==> config.mk <==
export PLATFORM = sky130hd
export DESIGN_NAME = cond_unit_e
export DESIGN_NICKNAME = d
export VERILOG_FILES = /design/src/rtl/cond_unit_e.sv
export SDC_FILE = /design/constraint.sdc
export NUM_CORES = 1
export LEC_CHECK = 0
export CORE_MARGIN = 8
export CORE_UTILIZATION = 39
export CTS_BUF_LIST = sky130_fd_sc_hd__clkbuf_2 sky130_fd_sc_hd__clkbuf_4 sky130_fd_sc_hd__clkbuf_8
export CTS_CLUSTER_DIAMETER = 40
export CTS_CLUSTER_SIZE = 24
export DETAILED_ROUTE_END_ITERATION = 10
export HOLD_SLACK_MARGIN = 0.05
export MAX_ROUTING_LAYER = met4
export PLACE_DENSITY_LB_ADDON = 0.1
export SLEW_MARGIN = 20
export SYNTH_ARGS = -nofsm -noshare
export SYNTH_HDL_FRONTEND = slang
export SYNTH_SLANG_ARGS = --single-unit
==> constraint.sdc <==
create_clock -name clk -period 3.1 [get_ports clk]
set_input_delay 0.775 -clock clk [delete_from_list [all_inputs] [get_ports clk]]
set_output_delay 0.775 -clock clk [all_outputs]
set_load 0.01 [all_outputs]
==> src/rtl/cond_unit_e.sv <==
`default_nettype none
// ============================================================================
// Module   : cond_unit_e
// Purpose  : Execute-stage ARM condition unit: NZCV + sticky Q flag register,
//            condition evaluation, side-effect gating and E->M control register.
// Revision : 1.0 - initial release
// ============================================================================
module cond_unit_e (
  input  logic       clk,
  input  logic       reset,
  input  logic [4:0] ALUFlags,
  input  logic [3:0] CondE,
  input  logic [1:0] FlagWriteE,
  input  logic       QWriteE,
  input  logic       QClrE,
  input  logic       ValidE,
  input  logic       StallM,
  input  logic       PCSrcE,
  input  logic       RegWriteE,
  input  logic       MemWriteE,
  input  logic       MemtoRegE,
  output logic       CondExE,
  output logic       BranchTakenE,
  output logic [4:0] Flags,
  output logic       ValidM,
  output logic       RegWriteM,
  output logic       MemWriteM,
  output logic       MemtoRegM
);

  localparam logic [4:0] c_flags_rst = 5'b00000;

  logic [4:0] flags_q, flags_d;
  logic       valid_m_q, valid_m_d;
  logic       reg_write_m_q, reg_write_m_d;
  logic       mem_write_m_q, mem_write_m_d;
  logic       memto_reg_m_q, memto_reg_m_d;

  logic w_n, w_z, w_c, w_v;
  logic w_cond_ex;
  logic w_adv;
  logic w_exec;

  assign {w_n, w_z, w_c, w_v} = flags_q[4:1];

  // Evaluated against committed flags only; no bypass from ALUFlags.
  always_comb begin
    w_cond_ex = 1'b0;
    case (CondE)
      4'b0000: w_cond_ex = w_z;
      4'b0001: w_cond_ex = ~w_z;
      4'b0010: w_cond_ex = w_c;
      4'b0011: w_cond_ex = ~w_c;
      4'b0100: w_cond_ex = w_n;
      4'b0101: w_cond_ex = ~w_n;
      4'b0110: w_cond_ex = w_v;
      4'b0111: w_cond_ex = ~w_v;
      4'b1000: w_cond_ex = w_c & ~w_z;
      4'b1001: w_cond_ex = ~w_c | w_z;
      4'b1010: w_cond_ex = (w_n == w_v);
      4'b1011: w_cond_ex = (w_n != w_v);
      4'b1100: w_cond_ex = ~w_z & (w_n == w_v);
      4'b1101: w_cond_ex = w_z | (w_n != w_v);
      default: w_cond_ex = 1'b1;
    endcase
  end

  assign w_adv        = ValidE & ~StallM;
  assign w_exec       = w_adv & w_cond_ex;
  assign CondExE      = w_cond_ex;
  assign BranchTakenE = PCSrcE & w_exec;

  always_comb begin
    flags_d = flags_q;
    if (w_exec) begin
      if (FlagWriteE[1]) flags_d[4:3] = ALUFlags[4:3];
      if (FlagWriteE[0]) flags_d[2:1] = ALUFlags[2:1];
      // Q is sticky: a non-saturating QADD/QSUB leaves it alone, clear wins.
      if (QClrE)                       flags_d[0] = 1'b0;
      else if (QWriteE && ALUFlags[0]) flags_d[0] = 1'b1;
    end
  end

  always_comb begin
    valid_m_d     = valid_m_q;
    reg_write_m_d = reg_write_m_q;
    mem_write_m_d = mem_write_m_q;
    memto_reg_m_d = memto_reg_m_q;
    if (!StallM) begin
      valid_m_d     = ValidE;
      reg_write_m_d = ValidE & RegWriteE & w_cond_ex;
      mem_write_m_d = ValidE & MemWriteE & w_cond_ex;
      memto_reg_m_d = ValidE & MemtoRegE;
    end
  end

  always_ff @(posedge clk or posedge reset) begin
    if (reset) begin
      flags_q       <= c_flags_rst;
      valid_m_q     <= 1'b0;
      reg_write_m_q <= 1'b0;
      mem_write_m_q <= 1'b0;
      memto_reg_m_q <= 1'b0;
    end else begin
      flags_q       <= flags_d;
      valid_m_q     <= valid_m_d;
      reg_write_m_q <= reg_write_m_d;
      mem_write_m_q <= mem_write_m_d;
      memto_reg_m_q <= memto_reg_m_d;
    end
  end

  assign Flags     = flags_q;
  assign ValidM    = valid_m_q;
  assign RegWriteM = reg_write_m_q;
  assign MemWriteM = mem_write_m_q;
  assign MemtoRegM = memto_reg_m_q;

endmodule
`default_nettype wire

==> flow_metrics.py <==
metrics = {
    "floorplanning": {
        "dieArea_sq_um": 3000,
        "core_sq_um": 1450,
        "die_w_um": 54.8,
        "fp.dieH_um": 54.8,
        "core.rowCount": 14,
        "start_util_pct": 40.4,
        "ios": 32,
    },
    "worst_setup_path": {
        "cpPeakStageDelay_ns": 0.49,
        "cp_max_fo": 3,
        "worstSetupPathType": "in2out",
        "cp.arrival_ns": 2.28,
        "worstPathBufferInverterCount": 3,
        "worst-r2r-cell-count": 8,
        "required_ns": 2.32,
        "crit_path_end_kind": "primary output",
        "crit_family": "simple AND/OR/NAND/NOR gates",
        "crit_chain": "buf_6 > mux4_2 > or2_4 > nor3b_4 > o21a_4 > inv_4 > and3_4 > buf_6",
        "cpMostUsedCell": "buf_6",
        "critPathLaunchType": "input port",
        "slowest_stage": "mux4_2",
        "cp.depth": 8,
    },
    "synth": {
        "syn_inst": 57,
        "ys_types": 25,
        "synth_fp_nets": 78,
        "ys_ff_latch": 9,
        "netlist_area_sq_um": 587,
        "avgSynthCellArea_sq_um": 10.3,
        "ys_seq_area_share_pct": 38.4,
        "yosys_warnings": 0,
    },
    "cells_and_area": {
        "syn_to_final_growth_pct": 86.8,
        "final_cell_mix": "clkdlybuf4s50_1, buf_4, dfrtp_1",
        "regArea_sq_um": 225,
        "fillers": 128,
        "drive_above_1_share_pct": 34.6,
        "fin_nets": 129,
        "diodes": 0,
        "fin_util_pct": 75.4,
        "multi_input_area_sq_um": 374,
        "final_common_cell": "clkdlybuf4s50_1",
    },
    "placement": {
        "io_buffers": 31,
        "dp_hpwl_mm": 1.75,
        "gp_congestion": 0.856,
    },
    "min_path": {
        "min_path_type": "reg2reg",
        "hold_depth": 1,
    },
    "routing": {
        "antenna_left": 0,
        "drt-total-wl_mm": 2.07,
        "wl_per_cell_um": 16.9,
        "drt_iter0_drc": 14,
        "drt_first_pass_iters": 4,
        "vias": 693,
        "drc": 0,
        "viasPerCell": 5.63,
    },
    "sta": {
        "period_minus_slack_ns": 3.06,
        "fmax_mhz": 327,
        "rsz0062_at_grt": "true",
        "maxSlewHeadroom_pct": 67.5,
        "fin_skew_ns": 0.00858,
        "drv_slew": 0,
        "finalSetupViolations": 0,
        "hold_violations": 0,
        "worst_pin_slew_ns": 0.485,
        "period_share_pct": 98.6,
    },
    "pwr": {
        "vdd.ir_drop.worst_mv": 0.272,
        "power_mw": 0.523,
        "power_density_nw_per_um2": 477,
        "p_leak_nw": 0.475,
    },
    "clocking": {
        "tritoncts": "yes",
        "clock_sinks": 9,
        "ctsLongestPathBuffers": 2,
        "path_clk_slew_ns": 0.07,
        "holdBufCountCts": 0,
        "h-tree-depth": 1,
        "clock_latency_ns": 0.27,
        "numCtsBuffers": 3,
        "cts-root-buf": "clkbuf_4",
    },
    "run": {
        "cap_violations": 0,
    },
    "grt": {
        "overflow": 0,
        "gr-usage-all-layers_pct": 15.8,
        "antenna_found_initial": 0,
        "grt_pass1_wl_mm": 3.36,
        "grt_pass1_vias": 768,
        "grt_max_degree": 13,
    },
    "status": {
        "status": "finished clean",
    },
}
-- per-stage QoR --
step / hold slack [ns] / instance area (sq um) / TNS, ns / setup slack [ns] / std cells
6_report: 0.496 / 1100 / 0 / 0.0430 / 123
5_1_grt: 0.508 / 1100 / 0 / 0.00142 / 123
4_1_cts: 0.494 / 1080 / -0.00141 / -0.00141 / 123
3_5_place_dp: 0.481 / 1030 / -1.62 / -0.846 / 118
3_3_place_gp: 0.470 / 1030 / -1.55 / -0.807 / 118
2_1_floorplan: 0.521 / 587 / 0 / 0.139 / 57
-- Yosys cell counts --
cell,instances,share of area [%]
dfrtp_1,9,38
o211ai_1,8,10
nand2_1,7,4.5
inv_1,4,2.6
nand3_1,4,3.4
a2111oi_0,2,3.0
a21o_1,2,2.6
a31oi_1,2,2.1
a32o_1,2,3.4
nor2b_1,2,2.1
a22o_1,1,1.5
a311oi_2,1,2.6
and2_1,1,1.1
and3_1,1,1.1
and3_2,1,1.3
clkbuf_1,1,0.64
inv_4,1,1.1
mux4_2,1,3.8
nor2_1,1,0.64
nor3b_2,1,2.1
o211a_1,1,1.7
o21a_4,1,2.6
o32ai_4,1,4.7
or2_4,1,1.5
xnor2_1,1,1.5
-- worst paths after layout --
kind / start / endpoint / slack, ns
setup / recovery: CondE[1] / BranchTakenE / 0.04
hold / removal: ValidM / ValidM / 0.50
setup reg to reg: Flags[1] / RegWriteM / 1.06
hold reg to reg: ValidM / ValidM / 0.50
max in group asynchronous: reset / Flags[1] / 2.07
min in group asynchronous: reset / Flags[3] / 0.77
-- per-layer routing --
metal | vias up | track usage [%] | routed length, um
met2 | 32 | 28.1 | 1140
li1 | 326 | - | -
met1 | 331 | 15.2 | 731
met3 | 4 | 4.62 | 178
met4 | 0 | 7.38 | 23
met5 | - | - | 0
-- sequential cells by signal (all words and copies together), names as in the netlist --
register and count:
MemWriteM 1, ValidM 1, Flags 5, RegWriteM 1, MemtoRegM 1
-- final cells by class --
| cell class | count | area share (%) |
|---|---|---|
| clock buffer | 4 | 2.74 |
| inverter | 5 | 1.94 |
| multi-input combinational | 42 | 34.1 |
| sequential | 9 | 20.5 |
| tap | 16 | 1.83 |
| timing repair buffer | 47 | 38.8 |
-- logic make-up (layout without fill, tap and decap cells) --
logic type	count (synthesis)	after routing	synth area share (%)
buf+inv	6	56	4.26
simple gates	19	19	17.7
flops	9	9	38.4
xor+xnor	1	1	1.49
compound gates	21	21	34.3
mux	1	1	3.84
-- where the power goes --
part	switching, mW	internal [mW]	leakage [nW]
Sequential	0.0185	0.137	0.105
Combinational	0.115	0.150	0.351
Clock	0.0431	0.0584	0.0184
-- what timing repair did --
action,CTS,global route
endpoints found under the setup margin,2,2
resized for setup,22,7
hold endpoints to repair,0,0
buffers inserted,1,0
pin swaps,3,2
Note: power is estimated with default switching activity, not from simulation.
==> RTL edit 1, RTL diff (same flow settings) <==
Reset style: synchronous (`reset`), changed in one clocked block.
--- a/src/rtl/cond_unit_e.sv
+++ b/src/rtl/cond_unit_e.sv
@@ -96,3 +96,3 @@
 
-  always_ff @(posedge clk or posedge reset) begin
+  always_ff @(posedge clk) begin
     if (reset) begin
Check against the original RTL: differs if reset is asserted again (counterexample within 4 cycles, from zero or initial values and one cycle with reset high); with reset held inactive, the same outputs for 10 cycles.
==> RTL edit 1 against the unedited design <==
Die area up 8.7%; critical path depth shrank 1; synthesized cell count is 35% higher; setup slack improved by 64 ps; core utilization fell by 8.8 points; first-iteration DRC count shrank 50%; final area up 0.34%; wire length down 5.8%; critical path type unchanged; sequential cell count unchanged; synthesized area increased by 12%; worst hold slack got worse by 30 ps; via count is 8.9% higher.
Power is not compared: it rests on default switching activity, and its combinational part moved more than twofold at a synthesized area within 25%.
==> RTL edit 1: results (changes against the unedited design) <==
* Vias per Instance at 5.55 (-1.5%)
* Final WL at 1950 um (-5.8%)
* Largest net degree at the start of global routing at 14 (+1)
* GPL Wtd Cong at 0.774 (-9.5%)
* Total track usage at 13.2% (-2.6 points)
* Ys async rst share at 0% (-100 points)
* Syn_nets at 98 (+26%)
* First-pass detailed-route iteration total at 2 (-2)
* Met2 wire length at 1030 um (-9.6%)
* HPWL after DPL at 1600 um (-8.9%)
* Hold wc startpoint: Flags[0]$_SDFFE_PP0P_
* DR iter-0 viols at 7 (-7)
* Vias in the first global route at 787 (+2.5%)
* R2r startpoint: Flags[4]$_SDFFE_PP0P_
* Part of the Yosys area used for sequential elements at 27.3% (-11 points)
* Syn avg cell area at 8.56 um2 (-17%)
* Worst r2r dst: Flags[4]$_SDFFE_PP0P_
* First-pass GRT wire length at 3460 um (+3.1%)
* Top cells by count, synth: 10 x nand2b_1, 9 x dfxtp_1, 8 x nand2_1, 5 x mux2i_1
* Final #Nets at 141 (+9.3%)
* Unique masters post-synth at 37 (+48%)
* Final Skew at 6.20 ps (-2.38 ps)
* Status: finished, final reports clean
* Resized cells post-CTS at 16 (-27%)
* R2R cell count at 6 (-2)
* WHS at 465 ps (-30.3 ps)
* Slowest-stage cell, CP: o32ai_2
* Critical Path AT at 2220 ps (-60 ps)
* Synth area leaders: dfxtp_1 27%, nand2b_1 9.5%, mux2i_1 7.6%
* Post-Route M1 WL at 799 um (+9.3%)
* R2r setup slk at 1160 ps (+100 ps)
* Layout cells sized above 1 at 23.5% (-11 points)
* Placed instance count at 131 (+11%)
* DR WL met3 at 67 um (-62%)
## RTL edit 1: cell families (layout without fill, tap and decap cells)
kind of cell	count (synthesis)	count (layout)	share of synthesized area (%)
buffers and inverters	6	48	4.74
xor gates and xnor gates	2	2	2.66
DFF	9	9	27.3
and+or+nand+nor	32	32	26.4
AOI/OAI and AO/OA	23	23	31.3
muxes	5	5	7.59
## RTL edit 1: layer usage
layer | track usage, % | vias to the layer above
li1 | - | 375
met1 | 13.4 | 359
met2 | 22.6 | 14
met3 | 3.10 | 7
met4 | 7.72 | 0
met5 | - | -
## RTL edit 1: final cells by class
| class | count | area, um2 |
|---|---|---|
| fillers | 154 | 552 |
| multi-input cells | 62 | 469 |
| repair buffers | 43 | 398 |
| flip-flops and latches | 9 | 180 |
| clock buffers | 3 | 22.5 |
| well taps | 17 | 21.3 |
| clock inverters | 1 | 5.00 |
| inverters | 1 | 3.75 |
==> RTL edit 2, RTL diff (same settings) <==
Without the edit above. Put one more register stage on the output `Flags`. The value now appears one clock later. The other outputs are not delayed to match.
--- a/src/rtl/cond_unit_e.sv
+++ b/src/rtl/cond_unit_e.sv
@@ -112,3 +112,5 @@
 
-  assign Flags     = flags_q;
+  always_ff @(posedge clk) begin
+    Flags <= flags_q;
+  end
   assign ValidM    = valid_m_q;
Check against the original RTL: not equivalent (a bounded check fails within 4 cycles, from zero or initial values and one cycle with reset high).
==> RTL edit 2 against the unedited design <==
Setup slack improved by 4.6 ps; largest power group unchanged; total power is 21% higher; highest routed layer unchanged; global-route usage down 3.1 points; core utilization decreased by 4.3 points; sequential power grew 52%; sequential cell count up 5; final area rose by 9.6%; wire length down 6.4%; synthesized area is 17% higher.
==> RTL edit 2: results (changes against the unedited design) <==
* Resized cells post-CTS at 20 (-9.1%)
* Vias per Instance at 5.29 (-6.0%)
* VDD IR-drop max at 0.280 mV (+2.9%)
* Synthesized instance count at 62 (+8.8%)
* Worst-path clk slew at 80 ps
* Hold wc startpoint: flags_q[0]$_DFFE_PP0P_
* Placement Cell Area at 1130 um2 (+11%)
* Main synth FF type: dfrtp_1
* Number of synthesized register bits at 14 (+5)
* Synth area leaders: dfrtp_1 33%, dfxtp_1 15%, o211ai_1 8.7%
* CTS Buf Count at 3 (unchanged)
* Post-CTS Repair Setup Buffers at 0 (-1)
* Antenna violations before repair at 0 (unchanged)
* Largest net degree at the start of global routing at 13 (unchanged)
* Status: finished, final reports clean
* Non-CTS buffers at 47 (unchanged)
* Worst r2r dst: RegWriteM$_DFFE_PP0N_
* Inverters at 5 (unchanged)
* GPL Wtd Cong at 0.752 (-12%)
* First-pass detailed-route iteration total at 4 (unchanged)
* CP Max Fanout at 4 (+1)
* Unique masters post-synth at 26 (+4.0%)
* Layout cells sized above 1 at 31.3% (-3.3 points)
* Worst rel slew slack at 67.2% (-0.31 points)
* Avg WL per Cell at 15.0 um (-11%)
* Leak at 0.520 nW (+9.4%)
* NonClk Buf Share at 35.4% (-3.4 points)
* Clock network area share at 3.02% (+0.28 points)
* Multi-input logic area at 372 um2 (-0.67%)
* Part of the Yosys area used for sequential elements at 47.4% (+9.0 points)
* First-pass GRT wire length at 3240 um (-3.7%)
* Area Overhead vs Synth at 74.9%
* Ys async rst share at 64.3% (-36 points)
* Pre-CTS WS at -819 ps (+26.2 ps)
* Seq. cell area at 325 um2 (+44%)
* YS warnings at 0 (unchanged)
* Vias in the first global route at 735 (-4.3%)
* Buffers on Ports at 31 (unchanged)
* Final Skew at 2.16 ps (-6.42 ps)
* Top cells by count, synth: 9 x dfrtp_1, 8 x o211ai_1, 7 x nand2_1, 5 x dfxtp_1
* Placed instance count at 125 (+5.9%)
* Fillers at 126 (-1.6%)
* # H-tree levels at 1 (unchanged)
* Critical path origin: CondE[0]
* Worst Setup EP: CondExE
* HPWL after DPL at 1590 um (-9.5%)
* Hold Path Depth at 0 (-1)
* Tcrit/Tclk final at 98.5% (-0.15 points)
* Total track usage at 12.7% (-3.1 points)
* Largest regs: Flags: 5 flops, flags_q: 5 flops
* Syn_nets at 83 (+6.4%)
* Syn avg cell area at 11.1 um2 (+7.6%)
* Worst skew pair latency at 280 ps
* DR iter-0 viols at 11 (-3)
* Hold path endpoint: Flags[0]$_DFF_P_
* WHS at 399 ps (-96.2 ps)
* Final WL at 1940 um (-6.4%)
* R2r startpoint: flags_q[4]$_DFFE_PP0P_
-- RTL edit 2: cell count changes after synthesis --
cell / delta
dfxtp_1: +5
-- RTL edit 2: power by group --
part           total [mW]  internal, mW  switching (mW)
sequential          0.237         0.216          0.0207
combinational       0.263         0.153           0.109
clock               0.131        0.0714          0.0596
-- RTL edit 2: per-layer routing --
metal  global-route usage (%)  vias to the layer above  share of wire [%]
li1                         -                      337                  -
met1                     12.6                      319                 38
met2                     22.3                       23                 55
met3                     4.42                        4                5.7
met4                     5.24                        0               0.98
met5                        -                        -                  0
-- RTL edit 2: critical path, stage by stage --
cell and delay, ps:
clkdlybuf4s50_1 470, inv_1 90, a21o_1 170, a31oi_1 280
o21a_4 200, inv_4 30, buf_4 120, buf_2 130
-- RTL edit 2: cells by family after synthesis --
kind of cell / count (synthesis) / synth area share (%)
flops: 14 / 47.4
simple gates: 19 / 15.1
buf+inv: 6 / 3.64
xor+xnor: 1 / 1.28
compound gates: 21 / 29.3
mux: 1 / 3.28
